[config.mk]
export PLATFORM = sky130hd
export DESIGN_NAME = control_pipe
export DESIGN_NICKNAME = d
export VERILOG_FILES = /design/src/rtl/control_pipe_pkg.sv /design/src/rtl/control_decode.sv /design/src/rtl/control_pipe.sv
export SDC_FILE = /design/constraint.sdc
export NUM_CORES = 1
export LEC_CHECK = 0
export CAP_MARGIN = 40
export CELL_PAD_IN_SITES_DETAIL_PLACEMENT = 0
export CELL_PAD_IN_SITES_GLOBAL_PLACEMENT = 1
export CORE_ASPECT_RATIO = 0.8
export CORE_MARGIN = 1.5
export CORE_UTILIZATION = 29
export DETAILED_ROUTE_END_ITERATION = 8
export HOLD_SLACK_MARGIN = 0.02
export PLACE_DENSITY = 0.82
export SLEW_MARGIN = 20
export SYNTH_ARGS = -nofsm -noshare
export SYNTH_HDL_FRONTEND = slang
export SYNTH_SLANG_ARGS = --single-unit
[constraint.sdc]
create_clock -name clk -period 1.5 [get_ports clk]
set_clock_uncertainty 0.2 [all_clocks]
set_input_delay 0.3 -clock clk [delete_from_list [all_inputs] [get_ports clk]]
set_output_delay 0.3 -clock clk [all_outputs]
set_load 0.03 [all_outputs]
[src/rtl/control_pipe_pkg.sv]
// control_pipe_pkg: opcode/funct encodings, control-bundle layout and FSM
// state encoding shared by the registered decoder and its combinational table.
// MFC0, MTC0 and ERET are given distinct primary opcodes in this ISA subset,
// because the decoder only sees opcode and funct.
package control_pipe_pkg;

  localparam int CTRL_WIDTH = 14;

  // Primary opcodes (instruction [31:26])
  localparam logic [5:0] OP_RTYPE = 6'h00;
  localparam logic [5:0] OP_J     = 6'h02;
  localparam logic [5:0] OP_JAL   = 6'h03;
  localparam logic [5:0] OP_BEQ   = 6'h04;
  localparam logic [5:0] OP_BNE   = 6'h05;
  localparam logic [5:0] OP_ADDI  = 6'h08;
  localparam logic [5:0] OP_SLTI  = 6'h0A;
  localparam logic [5:0] OP_ANDI  = 6'h0C;
  localparam logic [5:0] OP_ORI   = 6'h0D;
  localparam logic [5:0] OP_XORI  = 6'h0E;
  localparam logic [5:0] OP_LUI   = 6'h0F;
  localparam logic [5:0] OP_MFC0  = 6'h10;
  localparam logic [5:0] OP_MTC0  = 6'h11;
  localparam logic [5:0] OP_ERET  = 6'h12;
  localparam logic [5:0] OP_LB    = 6'h20;
  localparam logic [5:0] OP_LW    = 6'h23;
  localparam logic [5:0] OP_SB    = 6'h28;
  localparam logic [5:0] OP_SW    = 6'h2B;

  // R-type function codes (instruction [5:0])
  localparam logic [5:0] FN_JR      = 6'h08;
  localparam logic [5:0] FN_SYSCALL = 6'h0C;
  localparam logic [5:0] FN_MULT    = 6'h18;

  // Bit positions inside the ctrl bundle (MSB first)
  localparam int C_REGWRITE = 13;
  localparam int C_MEMTOREG = 12;
  localparam int C_MEMREAD  = 11;
  localparam int C_MEMWRITE = 10;
  localparam int C_MEMBYTE  = 9;
  localparam int C_ISBRANCH = 8;
  localparam int C_ISJUMP   = 7;
  localparam int C_JUMPDST  = 6;
  localparam int C_ISLINK   = 5;
  localparam int C_REGDST   = 4;
  localparam int C_ALUOP    = 3;
  localparam int C_ALU_S    = 2;
  localparam int C_ALU_T    = 1;
  localparam int C_COWRITE  = 0;

  typedef enum logic {
    ST_RUN = 1'b0,
    ST_MUL = 1'b1
  } state_t;

endpackage

[src/rtl/control_decode.sv]
// control_decode: pure combinational decode table, opcode/funct/user_mode to
// the ctrl bundle and exception flags. With CONTROL_MUL_EN defined, R-type
// FN_MULT is flagged on is_mult so the top level can start MULT sequencing;
// otherwise MULT decodes as a plain R-type instruction.
module control_decode
  import control_pipe_pkg::*;
(
  input  logic [5:0]            opcode,
  input  logic [5:0]            funct,
  input  logic                  user_mode,
  output logic [CTRL_WIDTH-1:0] ctrl,
  output logic                  exc_ri,
  output logic                  exc_sys,
  output logic                  exc_ret,
  output logic                  is_mult
);

  // Table lookup; anything not listed is a reserved instruction.
  always_comb begin
    ctrl    = '0;
    exc_ri  = 1'b0;
    exc_sys = 1'b0;
    exc_ret = 1'b0;
    is_mult = 1'b0;
    case (opcode)
      OP_RTYPE: begin
        case (funct)
          FN_JR: begin
            ctrl[C_ISJUMP]  = 1'b1;
            ctrl[C_JUMPDST] = 1'b1;
          end
          FN_SYSCALL: exc_sys = 1'b1;
`ifdef CONTROL_MUL_EN
          FN_MULT: begin
            ctrl[C_REGWRITE] = 1'b1;
            ctrl[C_REGDST]   = 1'b1;
            is_mult          = 1'b1;
          end
`endif
          default: begin
            ctrl[C_REGWRITE] = 1'b1;
            ctrl[C_REGDST]   = 1'b1;
          end
        endcase
      end
      OP_ADDI, OP_ANDI, OP_ORI, OP_XORI, OP_SLTI, OP_LUI: begin
        ctrl[C_REGWRITE] = 1'b1;
        ctrl[C_ALU_T]    = 1'b1;
        ctrl[C_ALUOP]    = 1'b1;
      end
      OP_LW, OP_LB: begin
        ctrl[C_REGWRITE] = 1'b1;
        ctrl[C_MEMTOREG] = 1'b1;
        ctrl[C_MEMREAD]  = 1'b1;
        ctrl[C_ALU_T]    = 1'b1;
        ctrl[C_ALUOP]    = 1'b1;
        ctrl[C_MEMBYTE]  = (opcode == OP_LB);
      end
      OP_SW, OP_SB: begin
        ctrl[C_MEMWRITE] = 1'b1;
        ctrl[C_ALU_T]    = 1'b1;
        ctrl[C_ALUOP]    = 1'b1;
        ctrl[C_MEMBYTE]  = (opcode == OP_SB);
      end
      OP_J, OP_JAL: begin
        ctrl[C_ISJUMP]   = 1'b1;
        ctrl[C_ALUOP]    = 1'b1;
        ctrl[C_REGWRITE] = (opcode == OP_JAL);
        ctrl[C_ISLINK]   = (opcode == OP_JAL);
      end
      OP_BEQ, OP_BNE: begin
        ctrl[C_ISBRANCH] = 1'b1;
        ctrl[C_ALUOP]    = 1'b1;
      end
      OP_MFC0: begin
        ctrl[C_REGWRITE] = 1'b1;
        ctrl[C_ALU_S]    = 1'b1;
        ctrl[C_ALUOP]    = 1'b1;
        exc_ri           = user_mode;
      end
      OP_MTC0: begin
        ctrl[C_ALUOP]   = 1'b1;
        ctrl[C_COWRITE] = !user_mode;
        exc_ri          = user_mode;
      end
      OP_ERET: begin
        exc_ri  = user_mode;
        exc_ret = !user_mode;
      end
      default: exc_ri = 1'b1;
    endcase
  end

endmodule

[src/rtl/control_pipe.sv]
// control_pipe: registered, handshaked control decoder between IF/ID and
// ID/EX. Holds its output under stall_in, honours flush, and with
// CONTROL_MUL_EN defined blocks the front end for MUL_LAT cycles after
// accepting a MULT.
//
// Handshake: an instruction is accepted when in_valid && in_ready. in_ready
// depends only on reset, FSM state, out_valid and stall_in (never on
// opcode/funct). out_valid/ctrl/exc_* are held unchanged while
// out_valid && stall_in; otherwise out_valid falls the cycle after an
// unaccepted cycle.
module control_pipe
  import control_pipe_pkg::*;
#(
  parameter int MUL_LAT = 4,
  parameter int CTRL_W  = CTRL_WIDTH
) (
  input  logic              clk,
  input  logic              reset,
  input  logic              in_valid,
  output logic              in_ready,
  input  logic [5:0]        opcode,
  input  logic [5:0]        funct,
  input  logic              user_mode,
  input  logic              stall_in,
  input  logic              flush,
  output logic              out_valid,
  output logic [CTRL_W-1:0] ctrl,
  output logic              exc_ri,
  output logic              exc_sys,
  output logic              exc_ret,
  output logic              mul_busy
);

  // Counter is loaded with MUL_LAT-1 so MUL lasts exactly MUL_LAT cycles.
  localparam logic [3:0] MUL_LOAD = 4'(MUL_LAT - 1);

  state_t                state, state_n;
  logic [3:0]            cnt, cnt_n;
  logic [CTRL_WIDTH-1:0] d_ctrl;
  logic                  d_ri, d_sys, d_ret, d_mult;
  logic                  accept;

  control_decode u_decode (
    .opcode    (opcode),
    .funct     (funct),
    .user_mode (user_mode),
    .ctrl      (d_ctrl),
    .exc_ri    (d_ri),
    .exc_sys   (d_sys),
    .exc_ret   (d_ret),
    .is_mult   (d_mult)
  );

  assign in_ready = reset && (state == ST_RUN) && !(out_valid && stall_in);
  assign accept   = in_valid && in_ready;
  assign mul_busy = (state == ST_MUL);

  // FSM state and MULT counter; reset and flush both abort sequencing.
  always_ff @(posedge clk) begin
    if (!reset || flush) begin
      state <= ST_RUN;
      cnt   <= '0;
    end else begin
      state <= state_n;
      cnt   <= cnt_n;
    end
  end

  // Next state: enter MUL on an accepted MULT, leave after the counter hits 0.
  always_comb begin
    state_n = state;
    cnt_n   = cnt;
    case (state)
      ST_RUN: begin
        if (accept && d_mult) begin
          state_n = ST_MUL;
          cnt_n   = MUL_LOAD;
        end
      end
      ST_MUL: begin
        if (cnt == 4'd0) state_n = ST_RUN;
        else             cnt_n   = cnt - 4'd1;
      end
      default: begin
        state_n = ST_RUN;
        cnt_n   = '0;
      end
    endcase
  end

  // Output register: load on accept, hold under stall, drop valid when drained.
  always_ff @(posedge clk) begin
    if (!reset || flush) begin
      out_valid <= 1'b0;
      ctrl      <= '0;
      exc_ri    <= 1'b0;
      exc_sys   <= 1'b0;
      exc_ret   <= 1'b0;
    end else if (accept) begin
      out_valid <= 1'b1;
      ctrl      <= d_ctrl;
      exc_ri    <= d_ri;
      exc_sys   <= d_sys;
      exc_ret   <= d_ret;
    end else if (out_valid && !stall_in) begin
      out_valid <= 1'b0;
    end
  end

endmodule

==> results.tsv, run 1 <==
stage	metric	value	unit
run_status	status	finished with violations	
run_status	violations	negative setup slack	
yosys	synthAdderAreaFrac	1.08	%
clocking	cts_max_level	1	
yosys	yosys_most_used_dff	dfxtp_1	
floorplan	core_area	3830	sq um
drt	vias	1338	
cells_and_area	area_growth	73.0	%
drt	drt_iter0_drc	63	
yosys	seq_area_frac_synth	37.8	%
sta	rsz0062_at_grt	yes	
yosys	synthCells	146	
setup_path	crit_type	flop to output port	
global_route	grt_pass1_wl	5.95	mm
setup_path	reg2reg_slack	0	ns
clocking	numCtsBuffers	3	
clocking	clk_latency	0.26	ns
setup_path	cp-endpoint	in_ready	
sta	setup_viol	2	
setup_path	cp-startpoint	mul_busy	
yosys	yosysTopAreaCellShare	37.8	%
setup_path	r2r-start	cnt[0]	
clocking	cts_buffer_depth	2	
floorplan	die_h	59.7	um
global_route	overflow	0	
yosys	syn_avg_cell_area	7.97	sq um
setup_path	r2r-end	cnt[2]	
global_route	grt_use_total	17.7	%
yosys	ys_ff_latch	22	
sta	maxSlewViolCount	0	
clocking	postCtsHoldBufs	0	
floorplan	start_util	30.4	%
pwr	cellPowerDensity	636	nW/um^2
setup_path	crit_required	1.00	ns
yosys	yosys-top-cells-area	dfxtp_1, nor2_1, a21oi_1	
setup_path	crit_path_start_kind	flop	
sta	slew_headroom	78.6	%
floorplan	rows	20	
yosys	synth_compound_area_share	21.1	%
cells_and_area	final_layout_size_suffix_gt1_share	47.7	%
global_route	grt_max_degree	20	
sta	worst_pin_slew	0.320	ns
cells_and_area	fin_area	2010	sq um
yosys	synth_top_family_by_area	simple AND/OR/NAND/NOR gates	
run	maxCapViolations	0	
drt	antenna_left	0	
sta	min_period	1.54	ns
yosys	async_reset_ff_share	0	%
setup_path	arrival	1.04	ns
clocking	cts_tree	done	
drt	vias_per_cell	4.90	
floorplan	die_x	73.8	um
yosys	synth_edf_count	0	
yosys	syn_area	1160	sq um
global_route	antenna_found_initial	0	
pwr	p_leak	0.857	nW
yosys	yosysMostFrequentCell	nor2_1	
hold_path	min-delay-path-class	flop to flop	
cells_and_area	final_core_util	52.6	%
yosys	ys_types	40	
sta	hold_violations	0	
placement	dp_hpwl	2.59	mm
cells_and_area	fin_nets	238	
sta	fin_crit_sh	103	%
cells_and_area	fillers	356	
floorplan	pin_count	38	
cells_and_area	diodes	0	
clocking	cts_root_buffer	clkbuf_8	
setup_path	end_kind	output port	
yosys	ys.warnings.count	0	
placement	placed_area	1770	sq um
yosys	muxShareOfSynthArea	0	%
drt	wl	3.68	mm
yosys	post-synth-top-area-cell	dfxtp_1	
placement	place_congestion	0.807	
global_route	grt_pass1_vias	1323	
pwr	irDropWorstVdd	0.000335	V
sta	clock.fmax	0.650	GHz
yosys	synth_xor_xnor_area_share	3.01	%
drt	post_drt_wl_per_cell	13.5	um
clocking	clkTransAtPathRegs	0.08	ns
yosys	yosys.area_share.simple	28.4	%
floorplan	dieArea	4400	sq um
drt	drt_first_pass_iters	4	
sta	setup_ws	-0.0384	ns
drt	drc	0	
yosys	synthesis.nets	165	
yosys	synthTopCellsByCount	nor2_1, dfxtp_1, nand2_1	
setup_path	crit_fanout	3	
placement	io_buffer_count	37	
setup_path	reg2reg_depth	8	
clocking	clock-sinks	22	
## registers in the layout, summed over array words and instances, names as in the netlist
signal / flops
cnt: 4
ctrl: 13
exc_sys: 1
exc_ri: 1
out_valid: 1
mul_busy: 1
exc_ret: 1
## worst min-delay path by stage
| stage | startpoint | to | slack (ns) | depth (start not counted) |
|---|---|---|---|---|
| 2_1_floorplan | funct[2] | exc_sys | 0.27 | 2 |
| 4_1_cts | ctrl[10] | ctrl[10] | 0.28 | 2 |
| 3_5_place_dp | ctrl[10] | ctrl[10] | 0.26 | 2 |
| 6_report | ctrl[10] | ctrl[10] | 0.27 | 2 |
| 5_1_grt | opcode[3] | ctrl[7] | 0.28 | 4 |
| 3_3_place_gp | ctrl[10] | ctrl[10] | 0.24 | 2 |
## stage by stage
step           instances  TNS [ns]  power [mW]  hold slack, ns  setup WS (ns)
2_1_floorplan        146   -0.0950       0.713           0.272        -0.0632
3_5_place_dp         260     -7.77       0.849           0.263         -0.537
3_3_place_gp         260     -7.24       0.847           0.243         -0.508
4_1_cts              272    -0.102        1.29           0.276        -0.0416
5_1_grt              273    -0.212        1.34           0.280        -0.0957
6_report             273   -0.0429        1.28           0.272        -0.0384
## where the power goes
part / leakage, nW / internal (mW) / switching, mW
Clock: 0.0288 / 0.234 / 0.192
Combinational: 0.649 / 0.129 / 0.134
Sequential: 0.180 / 0.587 / 0.00326
## critical path, cell delays in order, from the launching register on
cell and delay (ns):
dfxtp_2 0.33, buf_6 0.10, and3b_1 0.21, buf_6 0.13
## what timing repair did
action	4_1_cts	5_1_grt
buffers inserted	6	2
pin swaps	17	13
cloned	2	0
setup endpoints to repair	21	13
gates resized for setup	49	17
## layout make-up
type	instances	area (sq um)	area share, %
timing repair buffer	80	651	32.3
tap	55	68.8	3.42
multi-input combinational	103	754	37.5
sequential	22	448	22.2
clock buffer	4	55.1	2.73
inverter	9	36.3	1.80
## metal layers
| layer | up-vias | share of wire (%) | global-route usage [%] |
|---|---|---|---|
| li1 | 656 | - | - |
| met1 | 647 | 47 | 22.9 |
| met2 | 35 | 48 | 30.1 |
| met3 | 0 | 4.8 | 4.05 |
| met4 | 0 | 0 | 4.23 |
| met5 | - | 0 | 0 |
## logic make-up (layout without fill, tap and decap cells)
kind of cell	count (synthesis)	count (layout)
AOI/OAI and AO/OA	36	36
adders and majority gates	1	1
and+or+nand+nor	62	62
buffers and inverters	21	93
DFF	22	22
xor gates and xnor gates	4	4
## cell usage in the layout (no fill, tap or decap), types with 3 or more instances in the layout
master,Yosys,final
clkdlybuf4s50_1,0,3
o21ai_0,6,6
nand2_1,13,12
nor2_1,23,21
buf_2,8,3
clkdlybuf4s15_1,0,3
nand3_1,4,4
a21oi_1,12,10
dlygate4sd2_1,0,5
buf_6,1,8
clkbuf_2,0,4
inv_1,7,4
dfxtp_2,0,3
dfxtp_1,22,18
inv_2,2,4
nor2_4,1,3
a32oi_1,4,4
clkbuf_8,0,4
buf_4,1,52
Power figures use the tool's default switching activity.
==> inputs of run 2 (changes only) <==
--- a/config.mk
+++ b/config.mk
@@ -13,7 +13,7 @@
 export CORE_UTILIZATION = 29
 export DETAILED_ROUTE_END_ITERATION = 8
 export HOLD_SLACK_MARGIN = 0.02
-export PLACE_DENSITY = 0.82
+export PLACE_DENSITY = 0.72
 export SLEW_MARGIN = 20
 export SYNTH_ARGS = -nofsm -noshare
 export SYNTH_HDL_FRONTEND = slang
==> results.tsv, run 2 (same netlist as run 1, synthesis figures left out) <==
stage	metric	value	unit	change
setup_path	end_kind	output port		
run	maxCapViolations	0		unchanged
cells_and_area	largest-register	ctrl		
clocking	cts_root_buffer	clkbuf_8		
global_route	grt_pass1_wl	5.73	mm	-3.6%
setup_path	crit_buf_inv	2		unchanged
setup_path	arrival	1.04	ns	about the same
cells_and_area	multiInputGateArea	757	sq um	+0.33%
sta	rsz0062_at_grt	yes		
sta	fin_crit_sh	102	%	about the same
drt	drt_iter0_drc	70		+11%
setup_path	crit_chain	buf_6 -> and3b_1 -> buf_6		
global_route	overflow	0		unchanged
hold_path	min-delay-path-class	input port to flop		
clocking	clk_latency	0.26	ns	about the same
pwr	cellPowerDensity	621	nW/um^2	-2.3%
drt	drc	0		unchanged
floorplan	core_area	3830	sq um	unchanged
drt	antenna_left	0		unchanged
global_route	grt_max_degree	20		unchanged
sta	slew_headroom	79.3	%	+0.69 points
setup_path	crit_top_cell	buf_6		
run_status	violations	negative setup slack		
pwr	p_leak	0.830	nW	-3.2%
drt	vias_per_cell	4.81		-1.8%
setup_path	crit_fanout	2		-1
drt	vias	1290		-3.6%
sta	maxSlewViolCount	0		unchanged
drt	drt_first_pass_iters	4		unchanged
global_route	grt_pass1_vias	1269		-4.1%
clocking	clkTransAtPathRegs	0.08	ns	about the same
floorplan	rows	20		unchanged
setup_path	crit_slowest_cell	dfxtp_2		
cells_and_area	diodes	0		unchanged
floorplan	pin_count	38		unchanged
clocking	cts_buffer_depth	2		unchanged
clocking	cts_max_level	1		unchanged
pwr	irDropWorstVdd	0.000419	V	+25%
sta	min_period	1.54	ns	-0.00148 ns
sta	worst_pin_slew	0.308	ns	-0.0124 ns
global_route	antenna_found_initial	0		unchanged
setup_path	crit_path_start_kind	flop		
cells_and_area	fin_nets	233		-2.1%
cells_and_area	final_cell_mix	buf_4, nor2_1, dfxtp_1, nand2_1, a21oi_1		
global_route	grt_use_total	16.9	%	-0.78 points
cells_and_area	fillers	376		+5.6%
pwr	power	1.23	mW	-4.0%
placement	place_ws	-0.550	ns	-0.0126 ns
floorplan	dieArea	4400	sq um	unchanged
cells_and_area	reg_top3	ctrl x13, cnt x4		
setup_path	critPathTopFamily	flip-flops		
drt	wl	3.58	mm	-2.8%
setup_path	slowest_delay	0.33	ns	about the same
cells_and_area	area_growth	69.9	%	
placement	dp_hpwl	2.59	mm	-0.17%
sta	hold_violations	0		unchanged
sta	setup_ws	-0.0369	ns	+0.00148 ns
placement	io_buffer_count	37		unchanged
setup_path	crit_type	flop to output port		
run_status	status	finished with violations		
setup_path	crit_required	1.00	ns	about the same
drt	post_drt_wl_per_cell	13.4	um	-0.98%
floorplan	start_util	30.4	%	unchanged
clocking	numCtsBuffers	3		unchanged
sta	setup_viol	2		unchanged
sta	clock.fmax	0.651	GHz	about the same
cells_and_area	final_layout_size_suffix_gt1_share	49.3	%	+1.6 points
cells_and_area	final_core_util	51.6	%	-0.95 points
clocking	cts_tree	done		
floorplan	die_x	73.8	um	unchanged
floorplan	die_h	59.7	um	unchanged
cells_and_area	regArea	448	sq um	unchanged
clocking	clock-sinks	22		unchanged
cells_and_area	final_common_cell	buf_4		
cells_and_area	largest_reg_flops	13		unchanged
placement	place_congestion	0.812		+0.64%
==> run 2: cell types whose count changed in the layout (fill, tap and decap cells not counted), sizes merged <==
cell and change:
clkdlybuf4s15 -2, buf -4, dlygate4sd2 +1
==> run 2: layout make-up <==
class | count | area share, %
Tap cell | 55 | 3.48
Inverter | 9 | 1.71
Multi-Input combinational cell | 103 | 38.3
Timing Repair Buffer | 75 | 31.6
Clock buffer | 4 | 2.28
Sequential cell | 22 | 22.7
==> run 2: final timing paths <==
| path | from | end | slack, ns | depth (start not counted) |
|---|---|---|---|---|
| worst max-delay path | mul_busy | in_ready | -0.04 | 3 |
| worst min-delay path | stall_in | out_valid | 0.25 | 3 |
| worst max register to register | mul_busy | exc_ri | -0.02 | 7 |
| worst min register to register | ctrl[2] | ctrl[2] | 0.25 | 2 |
==> run 2: power by group <==
group	total (mW)	switching, mW	internal (mW)	leakage, nW
clock network	0.363	0.174	0.189	0.0228
logic	0.275	0.143	0.132	0.627
registers	0.590	0.00320	0.587	0.180
total	1.23	0.320	0.908	0.830
==> run 2: through the flow <==
stage               cells  instance area (sq um)  TNS (ns)  hold slack (ns)
floorplan             146                   1180   -0.0950            0.272
global placement      257                   1740     -7.60            0.241
detailed placement    257                   1740     -7.95            0.249
CTS                   268                   1920   -0.0503            0.239
global route          268                   1980    -0.254            0.267
finish                268                   1980   -0.0537            0.254
==> run 2: worst register-to-register path, stage by stage (launching register included) <==
cell	delay [ns]
dfxtp_2	0.33
buf_4	0.12
nand4b_1	0.17
buf_6	0.16
buf_6	0.13
a21oi_2	0.13
o21ai_2	0.07
a21oi_1	0.13
==> run 2: per-layer routing <==
layer	routed length (um)	GRT usage, %	vias to the layer above	part of all wire [%]
met5	0	0	-	0
met4	0	3.97	0	0
met3	123	3.54	0	3.4
met2	1760	29.0	35	49
met1	1700	22.0	606	47
li1	-	-	649	-
==> run 2: timing repair <==
item | CTS | global route
gates resized for setup | 49 | 24
hold buffers | 0 | 0
endpoints found under the hold margin | 0 | 0
setup buffers | 6 | 0
endpoints found under the setup margin | 18 | 20
pin swaps | 13 | 8
cloned | 1 | 0
==> inputs of run 3 (changes only) <==
--- a/config.mk
+++ b/config.mk
@@ -14,6 +14,7 @@
 export DETAILED_ROUTE_END_ITERATION = 8
 export HOLD_SLACK_MARGIN = 0.02
 export PLACE_DENSITY = 0.72
+export RECOVER_POWER = 50
 export SLEW_MARGIN = 20
 export SYNTH_ARGS = -nofsm -noshare
 export SYNTH_HDL_FRONTEND = slang
==> results.tsv, run 3 (same netlist as run 1, synthesis figures left out) <==
stage	metric	value	unit	change
placement	placed_cells	257		unchanged
global_route	grt_use_total	16.9	%	unchanged
cells_and_area	area_growth	66.7	%	
global_route	grt_max_degree	20		unchanged
placement	place_congestion	0.812		unchanged
global_route	overflow	0		unchanged
cells_and_area	largest_reg_flops	13		unchanged
drt	vias_per_cell	4.84		+0.47%
clocking	numCtsBuffers	3		unchanged
clocking	clk_latency	0.26	ns	about the same
clocking	cts_tree	done		
cells_and_area	final_common_cell	buf_4		
cells_and_area	fin_area	1940	sq um	-1.9%
clocking	postCtsHoldBufs	0		unchanged
setup_path	arrival	1.04	ns	about the same
floorplan	core_area	3830	sq um	unchanged
setup_path	crit_required	1.00	ns	about the same
placement	place_ws	-0.550	ns	unchanged
placement	placed_area	1740	sq um	unchanged
drt	drc	0		unchanged
floorplan	rows	20		unchanged
cells_and_area	final_core_util	50.7	%	-0.98 points
global_route	antenna_found_initial	0		unchanged
sta	holdWs	0.252	ns	-0.00193 ns
placement	io_buffer_count	37		unchanged
clocking	cts_max_level	1		unchanged
setup_path	crit_path_start_kind	flop		
floorplan	die_x	73.8	um	unchanged
sta	final.setup.tns	-0.0536	ns	+0.000155 ns
pwr	cellPowerDensity	632	nW/um^2	+1.7%
drt	drt_first_pass_iters	4		unchanged
setup_path	crit_type	flop to output port		
clocking	clkTransAtPathRegs	0.08	ns	about the same
sta	rsz0062_at_grt	yes		
cells_and_area	final_cell_mix	buf_4, nor2_1, clkbuf_2, dfxtp_1, nand2_1		
floorplan	dieArea	4400	sq um	unchanged
sta	worst_pin_slew	0.308	ns	unchanged
sta	setup_viol	2		unchanged
global_route	grt_pass1_wl	5.73	mm	unchanged
cells_and_area	final_layout_size_suffix_gt1_share	49.3	%	unchanged
clocking	cts_root_buffer	clkbuf_8		
pwr	power	1.23	mW	-0.22%
hold_path	min-delay-path-class	flop to flop		
cells_and_area	fin_nets	233		unchanged
run_status	violations	negative setup slack		
run	maxCapViolations	0		unchanged
setup_path	end_kind	output port		
sta	clock.fmax	0.651	GHz	about the same
global_route	grt_pass1_vias	1269		unchanged
drt	vias	1296		+0.47%
floorplan	start_util	30.4	%	unchanged
pwr	p_leak	0.818	nW	-1.5%
drt	antenna_left	0		unchanged
floorplan	pin_count	38		unchanged
clocking	cts_buffer_depth	2		unchanged
drt	drt_iter0_drc	69		-1.4%
cells_and_area	diodes	0		unchanged
floorplan	die_h	59.7	um	unchanged
cells_and_area	largest-register	ctrl		
sta	maxSlewViolCount	0		unchanged
sta	setup_ws	-0.0369	ns	-0.0000143 ns
setup_path	crit_fanout	2		unchanged
placement	dp_hpwl	2.59	mm	unchanged
sta	hold_violations	0		unchanged
sta	min_period	1.54	ns	+0.0000143 ns
clocking	clock-sinks	22		unchanged
drt	post_drt_wl_per_cell	13.4	um	unchanged
sta	fin_crit_sh	102	%	about the same
cells_and_area	reg_top3	ctrl x13, cnt x4		
cells_and_area	fin_cells	268		unchanged
drt	wl	3.58	mm	unchanged
run_status	status	finished with violations		
pwr	irDropWorstVdd	0.000419	V	about the same
sta	slew_headroom	79.3	%	unchanged
## run 3: cell types whose count changed in the layout (fill, tap and decap cells not counted), sizes merged
cell,change
clkbuf,+15
buf,-15
## run 3: worst max-delay path, stage by stage, from the launching register on
cell and delay (ns):
dfxtp_2 0.33, buf_6 0.10, and3b_1 0.22, buf_6 0.13
## run 3: path summary, 6_finish.rpt
path              endpoint     start  depth (start not counted)  slack, ns
setup reg to reg    exc_ri  mul_busy                          7      -0.02
hold / removal     ctrl[2]   ctrl[2]                          2       0.25
hold reg to reg    ctrl[2]   ctrl[2]                          2       0.25
setup / recovery  in_ready  mul_busy                          3      -0.04
## run 3: report_power, final
group | switching [mW] | total [mW] | internal (mW) | leakage (nW)
clock | 0.174 | 0.363 | 0.189 | 0.0228
combinational | 0.143 | 0.272 | 0.129 | 0.615
sequential | 0.00314 | 0.590 | 0.587 | 0.180
total | 0.320 | 1.23 | 0.905 | 0.818
## run 3: cell type report
class / instances / area (sq um)
repair buffers: 75 / 587
fillers: 390 / 1890
multi-input cells: 103 / 757
inverters: 9 / 33.8
well taps: 55 / 68.8
flip-flops and latches: 22 / 448
clock buffers: 4 / 45.0
## run 3: what timing repair did
item	4_1_cts	5_1_grt
gates resized for setup	49	24
setup buffers	6	0
endpoints found under the setup margin	18	20
pin swaps	13	8
cloned	1	0
## run 3: layer usage
layer / wire length [um] / vias to the layer above / track usage, %
li1: - / 649 / -
met4: 0 / 0 / 3.97
met2: 1760 / 35 / 29.0
met1: 1700 / 612 / 22.0
met3: 121 / 0 / 3.54
met5: 0 / - / 0
